==> src/rtl/row_clear_engine_pkg.sv <==
// Shared definitions for the row clear engine: board geometry
// defaults and the controller state encoding.
package row_clear_engine_pkg;

  localparam int RC_BLOCKS_WIDE = 10;
  localparam int RC_BLOCKS_HIGH = 20;
  localparam int RC_CNT_W       = 5;

  typedef enum logic [1:0] {
    RC_IDLE  = 2'd0,
    RC_SCAN  = 2'd1,
    RC_SHIFT = 2'd2,
    RC_DONE  = 2'd3
  } rc_state_e;

endpackage

==> src/rtl/row_clear_engine.sv <==
// Removes full rows from the settled board and collapses the rows above.
// Ports: clk, rst (sync, active-low), pause, start, board_in -> board_out,
// busy, done (1-cycle pulse), lines_cleared.
module row_clear_engine
  import row_clear_engine_pkg::*;
#(
  parameter int BLOCKS_WIDE = RC_BLOCKS_WIDE,
  parameter int BLOCKS_HIGH = RC_BLOCKS_HIGH,
  parameter int CNT_W       = RC_CNT_W
) (
  input  logic                           clk,
  input  logic                           rst,
  input  logic                           pause,
  input  logic                           start,
  input  logic [BLOCKS_WIDE*BLOCKS_HIGH-1:0] board_in,
  output logic [BLOCKS_WIDE*BLOCKS_HIGH-1:0] board_out,
  output logic                           busy,
  output logic                           done,
  output logic [CNT_W-1:0]               lines_cleared
);

  localparam int W  = BLOCKS_WIDE;
  localparam int H  = BLOCKS_HIGH;
  localparam int N  = W * H;
  localparam int RW = (H > 1) ? $clog2(H) : 1;

  rc_state_e state, state_d;

  logic [RW-1:0]    r, r_d;
  logic [N-1:0]     board_d, shifted;
  logic [CNT_W-1:0] lines_d;
  logic             busy_d, done_d;
  logic [H-1:0]     row_full;
  logic             cur_full;

  for (genvar y = 0; y < H; y++) begin : g_full
    assign row_full[y] = &board_out[y*W +: W];
  end

  assign cur_full = row_full[r];

  // Collapse: rows 1..r take the row above, row 0 becomes empty.
  always_comb begin
    shifted = board_out;
    shifted[0 +: W] = '0;
    for (int y = 1; y < H; y++) begin
      if (RW'(y) <= r)
        shifted[y*W +: W] = board_out[(y-1)*W +: W];
    end
  end

  always_ff @(posedge clk) begin
    if (!rst)
      state <= RC_IDLE;
    else if (!pause)
      state <= state_d;
  end

  always_comb begin
    state_d = state;
    unique case (state)
      RC_IDLE: begin
        if (start)
          state_d = RC_SCAN;
      end
      RC_SCAN: begin
        if (cur_full)
          state_d = RC_SHIFT;
        else if (r == '0)
          state_d = RC_DONE;
      end
      RC_SHIFT: state_d = RC_SCAN;
      RC_DONE:  state_d = RC_IDLE;
      default:  state_d = RC_IDLE;
    endcase
  end

  always_comb begin
    board_d = board_out;
    lines_d = lines_cleared;
    r_d     = r;
    busy_d  = (state_d != RC_IDLE);
    done_d  = (state_d == RC_DONE);
    unique case (state)
      RC_IDLE: begin
        if (start) begin
          board_d = board_in;
          lines_d = '0;
          r_d     = RW'(H - 1);
        end
      end
      RC_SCAN: begin
        if (!cur_full && r != '0)
          r_d = r - RW'(1);
      end
      RC_SHIFT: begin
        board_d = shifted;
        lines_d = lines_cleared + CNT_W'(1);
      end
      default: ;
    endcase
  end

  // A paused DONE drops the pulse; it is not replayed on resume.
  always_ff @(posedge clk) begin
    if (!rst) begin
      board_out     <= '0;
      lines_cleared <= '0;
      r             <= RW'(H - 1);
      busy          <= 1'b0;
      done          <= 1'b0;
    end else if (pause) begin
      done <= 1'b0;
    end else begin
      board_out     <= board_d;
      lines_cleared <= lines_d;
      r             <= r_d;
      busy          <= busy_d;
      done          <= done_d;
    end
  end

endmodule

==> config.mk <==
export PLATFORM = sky130hd
export DESIGN_NAME = row_clear_engine
export DESIGN_NICKNAME = d
export VERILOG_FILES = /design/src/rtl/row_clear_engine_pkg.sv /design/src/rtl/row_clear_engine.sv
export SDC_FILE = /design/constraint.sdc
export NUM_CORES = 1
export LEC_CHECK = 0
export CAP_MARGIN = 20
export CORE_MARGIN = 5
export CORE_UTILIZATION = 40
export DETAILED_ROUTE_END_ITERATION = 10
export GPL_ROUTABILITY_DRIVEN = 0
export MAX_ROUTING_LAYER = met4
export PLACE_DENSITY = 0.72
export SLEW_MARGIN = 30
export SYNTH_ARGS = -nofsm -noshare
export SYNTH_HDL_FRONTEND = slang
export SYNTH_SLANG_ARGS = --single-unit
==> constraint.sdc <==
create_clock -name clk -period 2.7 [get_ports clk]
set_input_delay 0.405 -clock clk [delete_from_list [all_inputs] [get_ports clk]]
set_output_delay 0.405 -clock clk [all_outputs]
set_load 0.05 [all_outputs]
; ---- Word level (Yosys, flattened, before mapping)
; Index checks and enable logic that the tools add are counted.
[totals]
register_bits = 214
in_bits = 204
out_inout_bits = 207
word_cells = 156
[classes]
n_addsub = 2
n_lt_le_gt_ge = 20
eq_ne = 25
muxes = 32
n_bitwise = 2
n_reduce_logical = 50
[ops]
columns = operator, n
row1 = $pmux W200 S2, 1
row2 = $mux W200, 1
row3 = $reduce_and A10 Y1, 20
row4 = $mux W10, 19
row5 = $reduce_and A4 Y1, 20
row6 = $ne A2 B2 Y1 const B, 21
row7 = $le A4 B5 Y1 const A, 8
row8 = $le A3 B5 Y1 const A, 4
row9 = $le A5 B5 Y1 const A, 4
row10 = $pmux W5 S2, 2
row11 = $mux W5, 3
row12 = $le A2 B5 Y1 const A, 2
row13 = $pmux W2 S4, 1
row14 = $eq A2 B2 Y1 const B, 3
row15 = $lt A5 B6 Y1 const B, 1
row16 = $mux W2, 3
row17 = $reduce_bool A2 Y1, 3
row18 = $add A5 B1 Y5 const B, 1
row19 = $bmux W1 S5, 1
row20 = $le A1 B5 Y1 const A, 1
row21 = $logic_not A5 Y1, 1
row22 = $reduce_bool A5 Y1, 1
row23 = $sub A5 B1 Y5 const B, 1
row24 = $reduce_and A3 Y1, 1
row25 = other kinds (7), 8

; ---- Longest topological paths before layout
; Gate-level depths: netlist of the first run.
[depth]
depth_word = 7
depth_mapped = 9
ltp_nobuf = 7

; ---- Least setup slack after synthesis of the first run
; Ideal clock, no wire load.
[synth_path]
path_type = register to register
start = register r[1]
end = register r[4]
setup_ns = 0.062
t_arrival_ns = 2.036
required_time_ns = 2.638
path_slack_ns = 0.602
path_stages_with_launch = 9
path_buffers = 1
synth_period_minus_slack_ns = 2.098
cell_sequence = dfxtp_1 > buf_2 > inv_2 > ha_1 > nor3b_1 > or2_1 > or4_1 > or3_1 > nand3_1
[synth_between]
elab_chain_len = 6
elab_cells_between_ends = 10
classes_between = 1 x add/sub / 1 x eq/ne / 4 x mux / 4 x reduce/logical
[synth_rtl]
columns = element, line_no
row1 = from (decl), row_clear_engine.sv:29  ; logic [RW-1:0] r, r_d;
row2 = from (signal assigned), row_clear_engine.sv:109  ; r <= RW'(H - 1);
row3 = from (signal assigned), row_clear_engine.sv:117  ; r <= r_d;
row4 = $bmux W1 S5, row_clear_engine.sv:40  ; assign cur_full = row_full[r];
row5 = $mux W1 (not written as such), row_clear_engine.sv:40
row6 = $logic_not A1 Y1, row_clear_engine.sv:93  ; if (!cur_full && r != '0)
row7 = $logic_and A1 B1 Y1, row_clear_engine.sv:93
row8 = $ne A2 B2 Y1 (no source line), -
row9 = $reduce_and A4 Y1 (no source line), -
; Parallel ways exist; a longest one is shown, timed or not. The select of a mux whose other input is x is not followed.
; A chain may end at the register's enable or synchronous reset.

; ---- Worst setup path in the final report of the first run
[layout_path]
start = register state[1]
end = register board_out[142]
[layout_between]
elab_chain_len = 3
elab_cells_between_ends = 7
classes_between = 3 x eq/ne / 1 x mux / 3 x reduce/logical
[layout_rtl]
columns = element, line_no
row1 = from (decl), row_clear_engine.sv:27  ; rc_state_e state, state_d;
row2 = from (signal assigned), row_clear_engine.sv:56  ; state <= state_d;
row3 = $eq A2 B2 Y1 or $logic_not A2 Y1 (tied branches), row_clear_engine.sv:84  ; unique case (state)
row4 = $ne A2 B2 Y1 (no source line) or $reduce_bool A2 Y1 (tied branches), -
row5 = $reduce_and A4 Y1 (no source line), -
row6 = to (signal assigned), row_clear_engine.sv:115  ; board_out <= board_d;
row7 = to (decl), row_clear_engine.sv:16  ; output logic [BLOCKS_WIDE*BLOCKS_HIGH-1:0] board_out,
; Parallel ways exist; a longest one is shown, timed or not.

==> flow_metrics.py, run 1 <==
metrics = {
    "finish": {
        "finish.utilization_pct": 61.0,
        "filler_cell_count": 2399,
        "finish.net_count": 1902,
        "share_of_final_layout_standard_cells_stronger_than_drive_strength_1_pct": 5.50,
        "design_area_um2": 15900,
        "synthToLayoutAreaGrowth_pct": 50.3,
    },
    "global_route": {
        "number_of_antenna_violations_at_the_first_check_in_global_routing": 3,
        "met2_usage_pct": 44.2,
        "grt_use_met3_pct": 5.62,
        "first_pass_grt_wire_length_mm": 64.9,
        "grt_use_met1_pct": 37.9,
        "grt_use_total_pct": 28.5,
        "busiest_layer": "met2",
        "overflow": 0,
        "grt_max_degree": 91,
        "grt_pass1_vias": 11100,
    },
    "power_and_ir_drop": {
        "finalPower_w": 0.00921,
        "static-leakage-power_nw": 7.78,
        "worst_ir_drop_vdd_mv": 0.416,
        "powerDensity_nw_per_um2": 581,
    },
    "clock_tree": {
        "clock_tree.htree_level_count": 1,
        "clock_insertion_delay_worst_skew_ns": 0.52,
        "cts_hold_buffers": 0,
        "post-cts-setup-buffer-count": 0,
        "cts_tree": "built",
        "cts_made_buffers": 25,
        "cts.clk_slew.worst_paths_ns": 0.06,
        "cts.sinks": 214,
        "ctsResizeCount": 0,
        "clock-root-buffer": "sky130_fd_sc_hd__clkbuf_16",
        "cts-root-to-sink-buffers": 3,
    },
    "sta": {
        "final_period_minus_worst_setup_slack_ns": 2.47,
        "timing_max_transition_violations_final": 0,
        "clock-skew-final_ns": 0.0127,
        "finalSetupViolations": 0,
        "grt_setup_unrepaired": "false",
        "timing_hold_violations_final": 0,
        "relSlewSlack_pct": 51.0,
        "setup_tns_ns": 0,
        "worst-slew-pin-transition_ns": 0.728,
        "max_freq_mhz": 405,
        "layout_worst_path_cycle_share_pct": 91.4,
    },
    "floorplan": {
        "die_width_um": 172,
        "initial_utilization_pct": 40.6,
        "design.portCount": 411,
        "std_cell_rows": 59,
        "die_ht_um": 172,
        "die_area_um2": 29700,
        "fp.coreArea_um2": 26000,
    },
    "logic_synthesis": {
        "largest_family_of_logic_cells_by_synthesized_area": "simple AND/OR/NAND/NOR gates",
        "synth_top_area_share_pct": 40.6,
        "synthesis.yosys.warnings": 0,
        "synthDominantAreaCellType": "sky130_fd_sc_hd__dfxtp_1",
        "compound_cell_area_share_of_the_yosys_netlist_pct": 22.6,
        "synthAdderAreaFrac_pct": 0.711,
        "leading_cell_type_by_number_of_instances_after_synthesis": "sky130_fd_sc_hd__nand2_1",
        "ys_top_cells_by_area": "sky130_fd_sc_hd__dfxtp_1, sky130_fd_sc_hd__o211a_1, sky130_fd_sc_hd__nand2_1",
        "number_of_synthesized_flops_with_an_enable_pin": 0,
        "synth-simple-area-share_pct": 31.1,
        "postSynthRegisterBits": 214,
        "async_reset_ff_share_pct": 0,
        "synth_area_per_cell_um2": 7.90,
        "synthFlopType": "sky130_fd_sc_hd__dfxtp_1",
        "synth.distinct_cells": 45,
        "synthesis.area_um2": 10600,
        "synth.area.mux_share_pct": 0.0949,
        "list_of_most_frequent_post_synthesis_cells": "sky130_fd_sc_hd__nand2_1, sky130_fd_sc_hd__dfxtp_1, sky130_fd_sc_hd__nand3_1",
        "synth_seq_area_share_pct": 40.6,
        "synthCells": 1336,
        "synth_nets": 1546,
        "synth_xor_area_share_pct": 0.249,
    },
    "detailed_routing": {
        "drt_pre_antenna_iters": 5,
        "avg_wl_per_cell_um": 21.2,
        "final_antenna_net_count": 0,
        "post_drt_via_cell_ratio": 5.70,
        "drt_wl_total_mm": 43.4,
        "vias": 11700,
        "drcViolationCount": 0,
        "drt_iter0_markers": 1008,
    },
    "placement": {
        "port_buffers": 410,
        "dp_hpwl_mm": 31.9,
        "dpl-instance-area_um2": 15000,
    },
    "status": {
        "outcome": "completed",
    },
    "worst_hold_path": {
        "holdPathStages": 2,
        "hp-class": "primary input to flip-flop",
    },
    "worst_setup_path": {
        "timing.reg2reg.worst_path_depth": 7,
        "worst_ep_required_ns": 3.11,
        "crit_arrival_ns": 2.88,
        "critical_path_class": "flip-flop to flip-flop",
        "critical_path_peak_fanout": 20,
        "crit_path_start_kind": "flip-flop",
        "worst_setup_path_end_kind": "flip-flop",
    },
    "job": {
        "drv.max_cap_violation_count": 0,
    },
}
==> flip-flops by register name, summed over array words and instances (netlist names) <==
register,cells
lines_cleared,5
board_out,200
state,2
busy,1
done,1
r,5
==> through the flow <==
| stage | cells | worst slack (ns) | hold slack [ns] |
|---|---|---|---|
| final | 2049 | 0.231 | 0.372 |
| after global placement | 2000 | 0.258 | 0.473 |
| after CTS | 2045 | 0.260 | 0.368 |
| after global routing | 2048 | 0.144 | 0.386 |
| after detailed placement | 2000 | 0.279 | 0.482 |
| after floorplan | 1336 | 0.602 | 0.568 |
==> critical path, stage by stage (launching register included) <==
cell and delay (ns):
sky130_fd_sc_hd__dfxtp_1 0.52, sky130_fd_sc_hd__buf_4 0.27, sky130_fd_sc_hd__nand2b_4 0.19, sky130_fd_sc_hd__nor2_2 0.51, sky130_fd_sc_hd__a21oi_1 0.20, sky130_fd_sc_hd__a41o_1 0.29
sky130_fd_sc_hd__buf_12 0.16, sky130_fd_sc_hd__o211a_1 0.20
==> routing by layer <==
layer | wire length, um | up-vias
met4 | 1180 | 0
met3 | 3780 | 79
met5 | 0 | -
met1 | 18400 | 5563
met2 | 20000 | 550
li1 | - | 5485
==> layout by cell type (no fill, tap or decap), drive strengths merged, types with 4 or more instances in the layout <==
cell / instances
nor2: 18
o31ai: 4
diode: 4
a21oi: 21
a41oi: 4
clkbuf: 36
nor2b: 7
nand4b: 9
dfxtp: 214
nor4: 6
buf: 41
nand4: 34
a21boi: 11
clkinv: 5
or3: 7
o211a: 191
nand3: 209
nand2: 404
o211ai: 4
o21ai: 11
clkdlybuf4s50: 409
nor3: 16
ha: 6
nand3b: 10
inv: 4
==> area by class of cell <==
class                           instances  area [um^2]  area share (%)
Clock buffer                           36          747            4.71
Clock inverter                          9          103           0.647
Tap cell                              335          419            2.64
Timing Repair Buffer                  450         4480            28.3
Inverter                                2         7.51          0.0473
Multi-Input combinational cell        999         5800            36.6
Sequential cell                       214         4280            27.0
Antenna cell                            4         10.0          0.0631
==> power by group <==
part / total [W] / internal (W) / switching, W
Sequential: 0.00368 / 0.00337 / 0.000302
Clock: 0.00347 / 0.00211 / 0.00136
Combinational: 0.00206 / 0.000847 / 0.00122
==> kinds of logic after synthesis <==
| kind of cell | after synthesis |
|---|---|
| adders and majority gates | 6 |
| muxes | 1 |
| DFF | 214 |
| buffers and inverters | 123 |
| AOI/OAI and AO/OA | 258 |
| xor gates and xnor gates | 3 |
| and+or+nand+nor | 731 |
==> final timing paths <==
check	start	end	slack (ns)
worst min register to register	board_out[8]$_SDFFE_PN0P_	board_out[8]$_SDFFE_PN0P_	0.50
worst max register to register	state[1]$_SDFFE_PN0N_	board_out[142]$_SDFFE_PN0P_	0.23
worst min-delay path	rst	board_out[150]$_SDFFE_PN0P_	0.37
worst max-delay path	state[1]$_SDFFE_PN0N_	board_out[142]$_SDFFE_PN0P_	0.23
Power figures use the tool's default switching activity.
==> run 2: changes to the inputs <==
- ABC_AREA: not set -> 1
- CAP_MARGIN: 20 -> 10
- PLACE_DENSITY: 0.72 -> 0.73
==> run 2 against run 1 <==
  * Design area down 4.7%
  * Sequential power rose by 2%
  * Clock power decreased by 13%
  * Die area decreased by 3.0%
  * Global-route usage up 0.93 points
  * Count of clock-buffer cells in the layout down 1
  * Total power decreased by 1.9%
  * Critical path depth is 1 higher
  * Area after synthesis decreased by 3.1%
  * Via count grew 4.4%
  * Sequential cell count stayed put
  * Critical path type unchanged
==> flow_metrics.py, run 2 <==
metrics = {
    "sta": {
        "relSlewSlack_pct": 45.6,
        "worst-slew-pin-transition_ns": 0.816,
        "max_freq_mhz": 422,
        "timing_max_transition_violations_final": 0,
        "setup_tns_ns": 0,
        "grt_setup_unrepaired": "false",
        "timing_hold_violations_final": 0,
        "final_period_minus_worst_setup_slack_ns": 2.37,
        "clock-skew-final_ns": 0.0201,
        "layout_worst_path_cycle_share_pct": 87.8,
        "finalSetupViolations": 0,
    },
    "power_and_ir_drop": {
        "static-leakage-power_nw": 5.74,
        "power_frac_seq_pct": 41.4,
        "finalPower_w": 0.00903,
        "switching_power_w": 0.00306,
        "sw_frac_of_total_pct": 33.9,
        "cellInternalPower_w": 0.00597,
        "powerDensity_nw_per_um2": 597,
        "worst_ir_drop_vdd_mv": 0.416,
        "power_frac_clock_pct": 33.5,
        "p_comb_share_pct": 25.0,
    },
    "clock_tree": {
        "post-cts-setup-buffer-count": 0,
        "cts.sinks": 214,
        "clock_tree.htree_level_count": 1,
        "ctsResizeCount": 0,
        "cts_hold_buffers": 0,
        "cts_made_buffers": 24,
        "cts.clk_slew.worst_paths_ns": 0.06,
        "cts_tree": "built",
        "cts-root-to-sink-buffers": 3,
        "clock_insertion_delay_worst_skew_ns": 0.52,
        "clock-root-buffer": "sky130_fd_sc_hd__clkbuf_16",
    },
    "logic_synthesis": {
        "leading_cell_type_by_number_of_instances_after_synthesis": "sky130_fd_sc_hd__nand2_1",
        "synthCells": 1500,
        "synth.distinct_cells": 36,
        "synthDominantAreaCellType": "sky130_fd_sc_hd__dfxtp_1",
        "synth_area_per_cell_um2": 6.81,
        "synthFlopType": "sky130_fd_sc_hd__dfxtp_1",
        "list_of_most_frequent_post_synthesis_cells": "sky130_fd_sc_hd__nand2_1, sky130_fd_sc_hd__dfxtp_1, sky130_fd_sc_hd__a31oi_1",
        "synthesis.yosys.warnings": 0,
        "synth_nets": 1710,
        "synth_seq_area_share_pct": 41.9,
        "number_of_synthesized_flops_with_an_enable_pin": 0,
        "synthesis.area_um2": 10200,
        "postSynthRegisterBits": 214,
        "async_reset_ff_share_pct": 0,
        "synth_top_area_share_pct": 41.9,
        "ys_top_cells_by_area": "sky130_fd_sc_hd__dfxtp_1, sky130_fd_sc_hd__nand2_1, sky130_fd_sc_hd__a31oi_1",
    },
    "finish": {
        "final_cell_mix": "sky130_fd_sc_hd__nand2_1, sky130_fd_sc_hd__clkdlybuf4s50_1, sky130_fd_sc_hd__dfxtp_1",
        "fin_cells": 2189,
        "design_area_um2": 15100,
        "share_of_final_layout_standard_cells_stronger_than_drive_strength_1_pct": 4.10,
        "multiInputGateArea_um2": 5270,
        "finish.utilization_pct": 60.0,
        "mostFrequentLayoutCell": "sky130_fd_sc_hd__nand2_1",
        "synthToLayoutAreaGrowth_pct": 47.9,
        "finish.net_count": 2051,
        "top_register": "board_out",
        "largest_register_ff_count": 200,
        "largest_registers": "board_out (200), lines_cleared (5), r (5)",
        "register_area_um2": 4280,
        "filler_cell_count": 2387,
    },
    "global_route": {
        "first_pass_grt_wire_length_mm": 66.0,
        "overflow": 0,
        "number_of_antenna_violations_at_the_first_check_in_global_routing": 4,
        "grt_use_total_pct": 29.4,
        "grt_max_degree": 173,
        "grt_pass1_vias": 11700,
    },
    "worst_setup_path": {
        "critical_path_peak_fanout": 20,
        "ff2ff_setup_slack_ns": 0.33,
        "worst_setup_path_end_kind": "flip-flop",
        "timing.reg2reg.worst_path_depth": 8,
        "crit_path_start_kind": "flip-flop",
        "worstReg2RegEnd": "board_out[182]$_SDFFE_PN0P_",
        "worst_ep_required_ns": 3.13,
        "worstReg2RegStart": "r[0]$_SDFFE_PN1P_",
        "crit_arrival_ns": 2.81,
        "critical_path_class": "flip-flop to flip-flop",
    },
    "worst_hold_path": {
        "hp-class": "primary input to flip-flop",
        "hold-path-endpoint": "board_out[17]$_SDFFE_PN0P_",
        "holdPathStages": 3,
        "hold_start": "rst",
    },
    "detailed_routing": {
        "drt_iter0_markers": 1459,
        "vias": 12200,
        "avg_wl_per_cell_um": 19.9,
        "post_drt_via_cell_ratio": 5.57,
        "drcViolationCount": 0,
        "drt_wl_total_mm": 43.6,
        "final_antenna_net_count": 0,
        "drt_pre_antenna_iters": 6,
    },
    "floorplan": {
        "fp.coreArea_um2": 25200,
        "die_area_um2": 28800,
        "die_ht_um": 170,
        "std_cell_rows": 58,
        "design.portCount": 411,
        "die_width_um": 170,
        "initial_utilization_pct": 40.6,
    },
    "placement": {
        "dp_cells": 2145,
        "dp_hpwl_mm": 32.0,
        "port_buffers": 410,
        "dpl-instance-area_um2": 14400,
    },
    "status": {
        "outcome": "completed",
    },
    "job": {
        "drv.max_cap_violation_count": 0,
    },
}
[run 2: cell types whose count changed after synthesis, moves of 18 or more]
cell / change
sky130_fd_sc_hd__o21ai_0: +178
sky130_fd_sc_hd__o211a_1: -191
sky130_fd_sc_hd__a31oi_1: +190
sky130_fd_sc_hd__clkbuf_1: -28
sky130_fd_sc_hd__nand2_1: +147
sky130_fd_sc_hd__nand4_1: -31
sky130_fd_sc_hd__nor2_1: +59
sky130_fd_sc_hd__nand3_1: -153
sky130_fd_sc_hd__inv_1: +35
sky130_fd_sc_hd__buf_2: +18
[run 2: final cells by class]
type / count / area share [%]
antenna: 4 / 0.0662
inverter: 44 / 1.14
multi-input combinational: 1129 / 34.8
clock buffer: 35 / 4.45
sequential: 214 / 28.3
tap: 330 / 2.73
timing repair buffer: 428 / 28.2
clock inverter: 5 / 0.240
[run 2: worst max-delay path by stage]
stage,start,endpoint,slack [ns],depth (start not counted)
6_report,r[0]$_SDFFE_PN1P_,board_out[182]$_SDFFE_PN0P_,0.33,8
3_3_place_gp,pause,board_out[88]$_SDFFE_PN0P_,0.40,8
4_1_cts,board_out[65]$_SDFFE_PN0P_,board_out[65],0.38,1
3_5_place_dp,pause,board_out[106]$_SDFFE_PN0P_,0.31,8
5_1_grt,r[0]$_SDFFE_PN1P_,board_out[180]$_SDFFE_PN0P_,0.14,8
2_1_floorplan,board_out[111]$_SDFFE_PN0P_,r[0]$_SDFFE_PN1P_,0.95,11
[run 2: kinds of logic after synthesis]
family	share of synthesized area [%]
xor gates and xnor gates	0.171
DFF	41.9
and+or+nand+nor	27.6
AOI/OAI and AO/OA	23.0
buffers and inverters	6.62
adders and majority gates	0.735
[run 2: per-stage QoR]
stage / hold slack, ns / worst slack [ns]
6_report: 0.281 / 0.329
5_1_grt: 0.276 / 0.145
2_1_floorplan: 0.480 / 0.950
3_5_place_dp: 0.496 / 0.310
3_3_place_gp: 0.484 / 0.396
4_1_cts: 0.253 / 0.380
[run 2: worst max-delay path, cell delays in order, from the launching register on]
cell and delay, ns:
sky130_fd_sc_hd__dfxtp_1 0.49, sky130_fd_sc_hd__inv_4 0.27, sky130_fd_sc_hd__ha_1 0.33, sky130_fd_sc_hd__inv_1 0.07, sky130_fd_sc_hd__o311ai_1 0.27, sky130_fd_sc_hd__nand2_1 0.10, sky130_fd_sc_hd__inv_1 0.41, sky130_fd_sc_hd__o21ai_0 0.15
sky130_fd_sc_hd__a31oi_1 0.19
[run 2: routing by layer]
layer	vias to the layer above	global-route usage (%)	part of all wire, %
li1	5778	-	-
met1	5678	35.1	39
met3	100	7.53	10
met2	629	48.2	47
met5	-	-	0
met4	0	10.4	3.9
[run 2: power groups by stage]
stage / clock (W) / sequential, W / combinational, W
6_report: 0.00303 / 0.00374 / 0.00226
3_5_place_dp: 0 / 0.00380 / 0.00225
2_1_floorplan: 0 / 0.00449 / 0.000524
5_1_grt: 0.00319 / 0.00377 / 0.00238
3_3_place_gp: 0 / 0.00380 / 0.00223
4_1_cts: 0.00307 / 0.00373 / 0.00226
==> run 3: changes to the inputs <==
- CAP_MARGIN: 10 -> 30
- CELL_PAD_IN_SITES_DETAIL_PLACEMENT: not set -> 0
- CELL_PAD_IN_SITES_GLOBAL_PLACEMENT: not set -> 1
- CORE_UTILIZATION: 40 -> 30
- PLACE_DENSITY: 0.73 -> not set
- PLACE_DENSITY_LB_ADDON: not set -> 0.2
==> run 3 against run 2 <==
  * Utilization fell by 14 points
  * Final cell count up 6.1%
  * Register-to-register slack improved by 0.05 ns
  * Count of clock-buffer cells in the layout up 9
  * Sequential share of layout area shrank 0.69 points
  * Fmax grew 2.2%
  * Worst hold slack better by 0.14 ns
  * Largest power group unchanged
  * Design area up 2.5%
  * Clock power increased by 18%
  * Wire length up 5.0%
  * First-iteration DRC count shrank 45%
  * Total power grew 6.0%
==> flow_metrics.py, run 3 (synthesis results as in run 2) <==
metrics = {
    "status": {
        "outcome": "completed",
    },
    "worst_setup_path": {
        "worst_path_max_delay_cell": "sky130_fd_sc_hd__clkdlybuf4s50_1",
        "crit_path_max_delay_family": "buffers and inverters",
        "cpPeakStageDelay_ns": 0.88,
        "worstPathBufferInverterCount": 1,
        "cp_cell_sequence": "clkdlybuf4s50_1",
        "crit_arrival_ns": 1.92,
        "worst_setup_path_end_kind": "primary output",
        "worstReg2RegStart": "r[1]$_SDFFE_PN1P_",
        "critical_path_class": "flip-flop to primary output",
        "cp_launch_point": "board_out[50]$_SDFFE_PN0P_",
        "crit_path_start_kind": "flip-flop",
        "worst_ep_required_ns": 2.30,
        "critical_path_peak_fanout": 4,
    },
    "placement": {
        "port_buffers": 410,
        "preCtsSetupSlack_ns": 0.267,
        "dp_hpwl_mm": 33.0,
    },
    "sta": {
        "final_period_minus_worst_setup_slack_ns": 2.32,
        "worst-slew-pin-transition_ns": 1.02,
        "grt_setup_unrepaired": "false",
        "finalSetupViolations": 0,
        "layout_setup_ws_ns": 0.379,
        "max_freq_mhz": 431,
        "setup_tns_ns": 0,
        "layout_worst_path_cycle_share_pct": 85.9,
        "timing_hold_violations_final": 0,
        "clock-skew-final_ns": 0.00706,
        "timing_max_transition_violations_final": 0,
        "relSlewSlack_pct": 32.3,
    },
    "finish": {
        "final_cell_mix": "sky130_fd_sc_hd__nand2_1, sky130_fd_sc_hd__clkdlybuf4s50_1, sky130_fd_sc_hd__dfxtp_1",
        "largest_registers": "board_out (200), lines_cleared (5), r (5)",
        "largest_register_ff_count": 200,
        "finish.net_count": 2057,
        "top_register": "board_out",
        "filler_cell_count": 3490,
        "synthToLayoutAreaGrowth_pct": 51.6,
        "share_of_final_layout_standard_cells_stronger_than_drive_strength_1_pct": 4.71,
        "mostFrequentLayoutCell": "sky130_fd_sc_hd__nand2_1",
        "finish.utilization_pct": 46.1,
    },
    "worst_hold_path": {
        "hold_start": "rst",
        "hp-class": "primary input to flip-flop",
    },
    "power_and_ir_drop": {
        "static-leakage-power_nw": 5.85,
        "worst_ir_drop_vdd_mv": 0.391,
        "switching_power_w": 0.00314,
        "cellInternalPower_w": 0.00643,
        "sw_frac_of_total_pct": 32.8,
        "p_comb_share_pct": 23.8,
        "powerDensity_nw_per_um2": 618,
        "power_frac_seq_pct": 38.9,
        "power_frac_clock_pct": 37.3,
    },
    "global_route": {
        "overflow": 0,
        "grt_max_degree": 200,
        "number_of_antenna_violations_at_the_first_check_in_global_routing": 7,
        "grt_pass1_vias": 11600,
        "first_pass_grt_wire_length_mm": 70.1,
        "grt_use_total_pct": 23.7,
    },
    "detailed_routing": {
        "dr.max_layer_used": "met4",
        "vias": 11600,
        "final_antenna_net_count": 0,
        "drt-met1-wl_mm": 19.2,
        "detailroute.wirelength.met2_mm": 21.7,
        "drcViolationCount": 0,
        "post_drt_via_cell_ratio": 5.00,
        "avg_wl_per_cell_um": 19.7,
        "drt_pre_antenna_iters": 6,
        "detailroute.wirelength.met3_mm": 3.86,
        "drt_iter0_markers": 807,
        "drt_wl_total_mm": 45.8,
    },
    "clock_tree": {
        "clock-root-buffer": "sky130_fd_sc_hd__clkbuf_16",
        "clock_insertion_delay_worst_skew_ns": 0.53,
        "cts_tree": "built",
        "cts.clk_slew.worst_paths_ns": 0.06,
        "cts-root-to-sink-buffers": 3,
        "cts_hold_buffers": 0,
        "post-cts-setup-buffer-count": 0,
        "clock_tree.htree_level_count": 1,
        "cts_made_buffers": 26,
        "ctsResizeCount": 0,
        "cts.sinks": 214,
    },
    "floorplan": {
        "die_area_um2": 37900,
        "die_width_um": 195,
        "std_cell_rows": 67,
        "die_ht_um": 195,
        "design.portCount": 411,
        "initial_utilization_pct": 30.4,
        "fp.coreArea_um2": 33600,
    },
    "job": {
        "drv.max_cap_violation_count": 0,
    },
}
## run 3: cell count changes in the layout (fill, tap and decap cells not counted)
cell | before | now
sky130_fd_sc_hd__clkbuf_16 | 24 | 27
sky130_fd_sc_hd__clkinv_8 | 1 | 0
sky130_fd_sc_hd__buf_4 | 17 | 19
sky130_fd_sc_hd__bufinv_16 | 0 | 1
sky130_fd_sc_hd__diode_2 | 4 | 8
sky130_fd_sc_hd__buf_12 | 2 | 4
sky130_fd_sc_hd__clkbuf_8 | 3 | 9
sky130_fd_sc_hd__clkinv_2 | 4 | 3
## run 3: stage by stage
stage | area [um^2] | std cells | hold slack [ns] | power [W]
6_report | 15500 | 2323 | 0.417 | 0.00957
5_1_grt | 15500 | 2322 | 0.439 | 0.00992
4_1_cts | 15500 | 2315 | 0.401 | 0.00966
3_5_place_dp | 14600 | 2267 | 0.486 | 0.00607
3_3_place_gp | 14600 | 2267 | 0.483 | 0.00606
2_1_floorplan | 10200 | 1500 | 0.480 | 0.00501
## run 3: power groups by stage
stage                     registers, W  clock network [W]  logic (W)
after global routing           0.00376            0.00376    0.00241
after CTS                      0.00372            0.00365    0.00229
after detailed placement       0.00379                  0    0.00228
after global placement         0.00379                  0    0.00227
after floorplan                0.00449                  0   0.000524
final                          0.00372            0.00357    0.00228
## run 3: path summary, 6_finish.rpt
check / end / slack (ns) / cells after the start
max: board_out[50] / 0.38 / 1
min: busy$_SDFFE_PN0N_ / 0.42 / 4
max reg2reg: board_out[89]$_SDFFE_PN0P_ / 0.38 / 10
min reg2reg: board_out[1]$_SDFFE_PN0P_ / 0.49 / 2
## run 3: layout make-up
| cell class | instances | area, um^2 | area share (%) |
|---|---|---|---|
| clock inverter | 4 | 45.0 | 0.291 |
| multi-input combinational | 1129 | 5270 | 34.0 |
| antenna | 8 | 20.0 | 0.129 |
| sequential | 214 | 4280 | 27.6 |
| clock buffer | 44 | 830 | 5.35 |
| inverter | 44 | 173 | 1.11 |
| tap | 448 | 561 | 3.62 |
| timing repair buffer | 432 | 4320 | 27.9 |
## run 3: layer usage
layer  GRT usage (%)  vias up
li1                -     5787
met1            29.3     5384
met2            38.4      393
met3            6.46       58
met4            6.12        0
met5               -        -
## run 3: worst min-delay path, cell delays in order
cell                      delay [ns]
sky130_fd_sc_hd__buf_4          0.12
sky130_fd_sc_hd__buf_12         0.20
sky130_fd_sc_hd__nand2_1        0.12
sky130_fd_sc_hd__inv_1          0.03
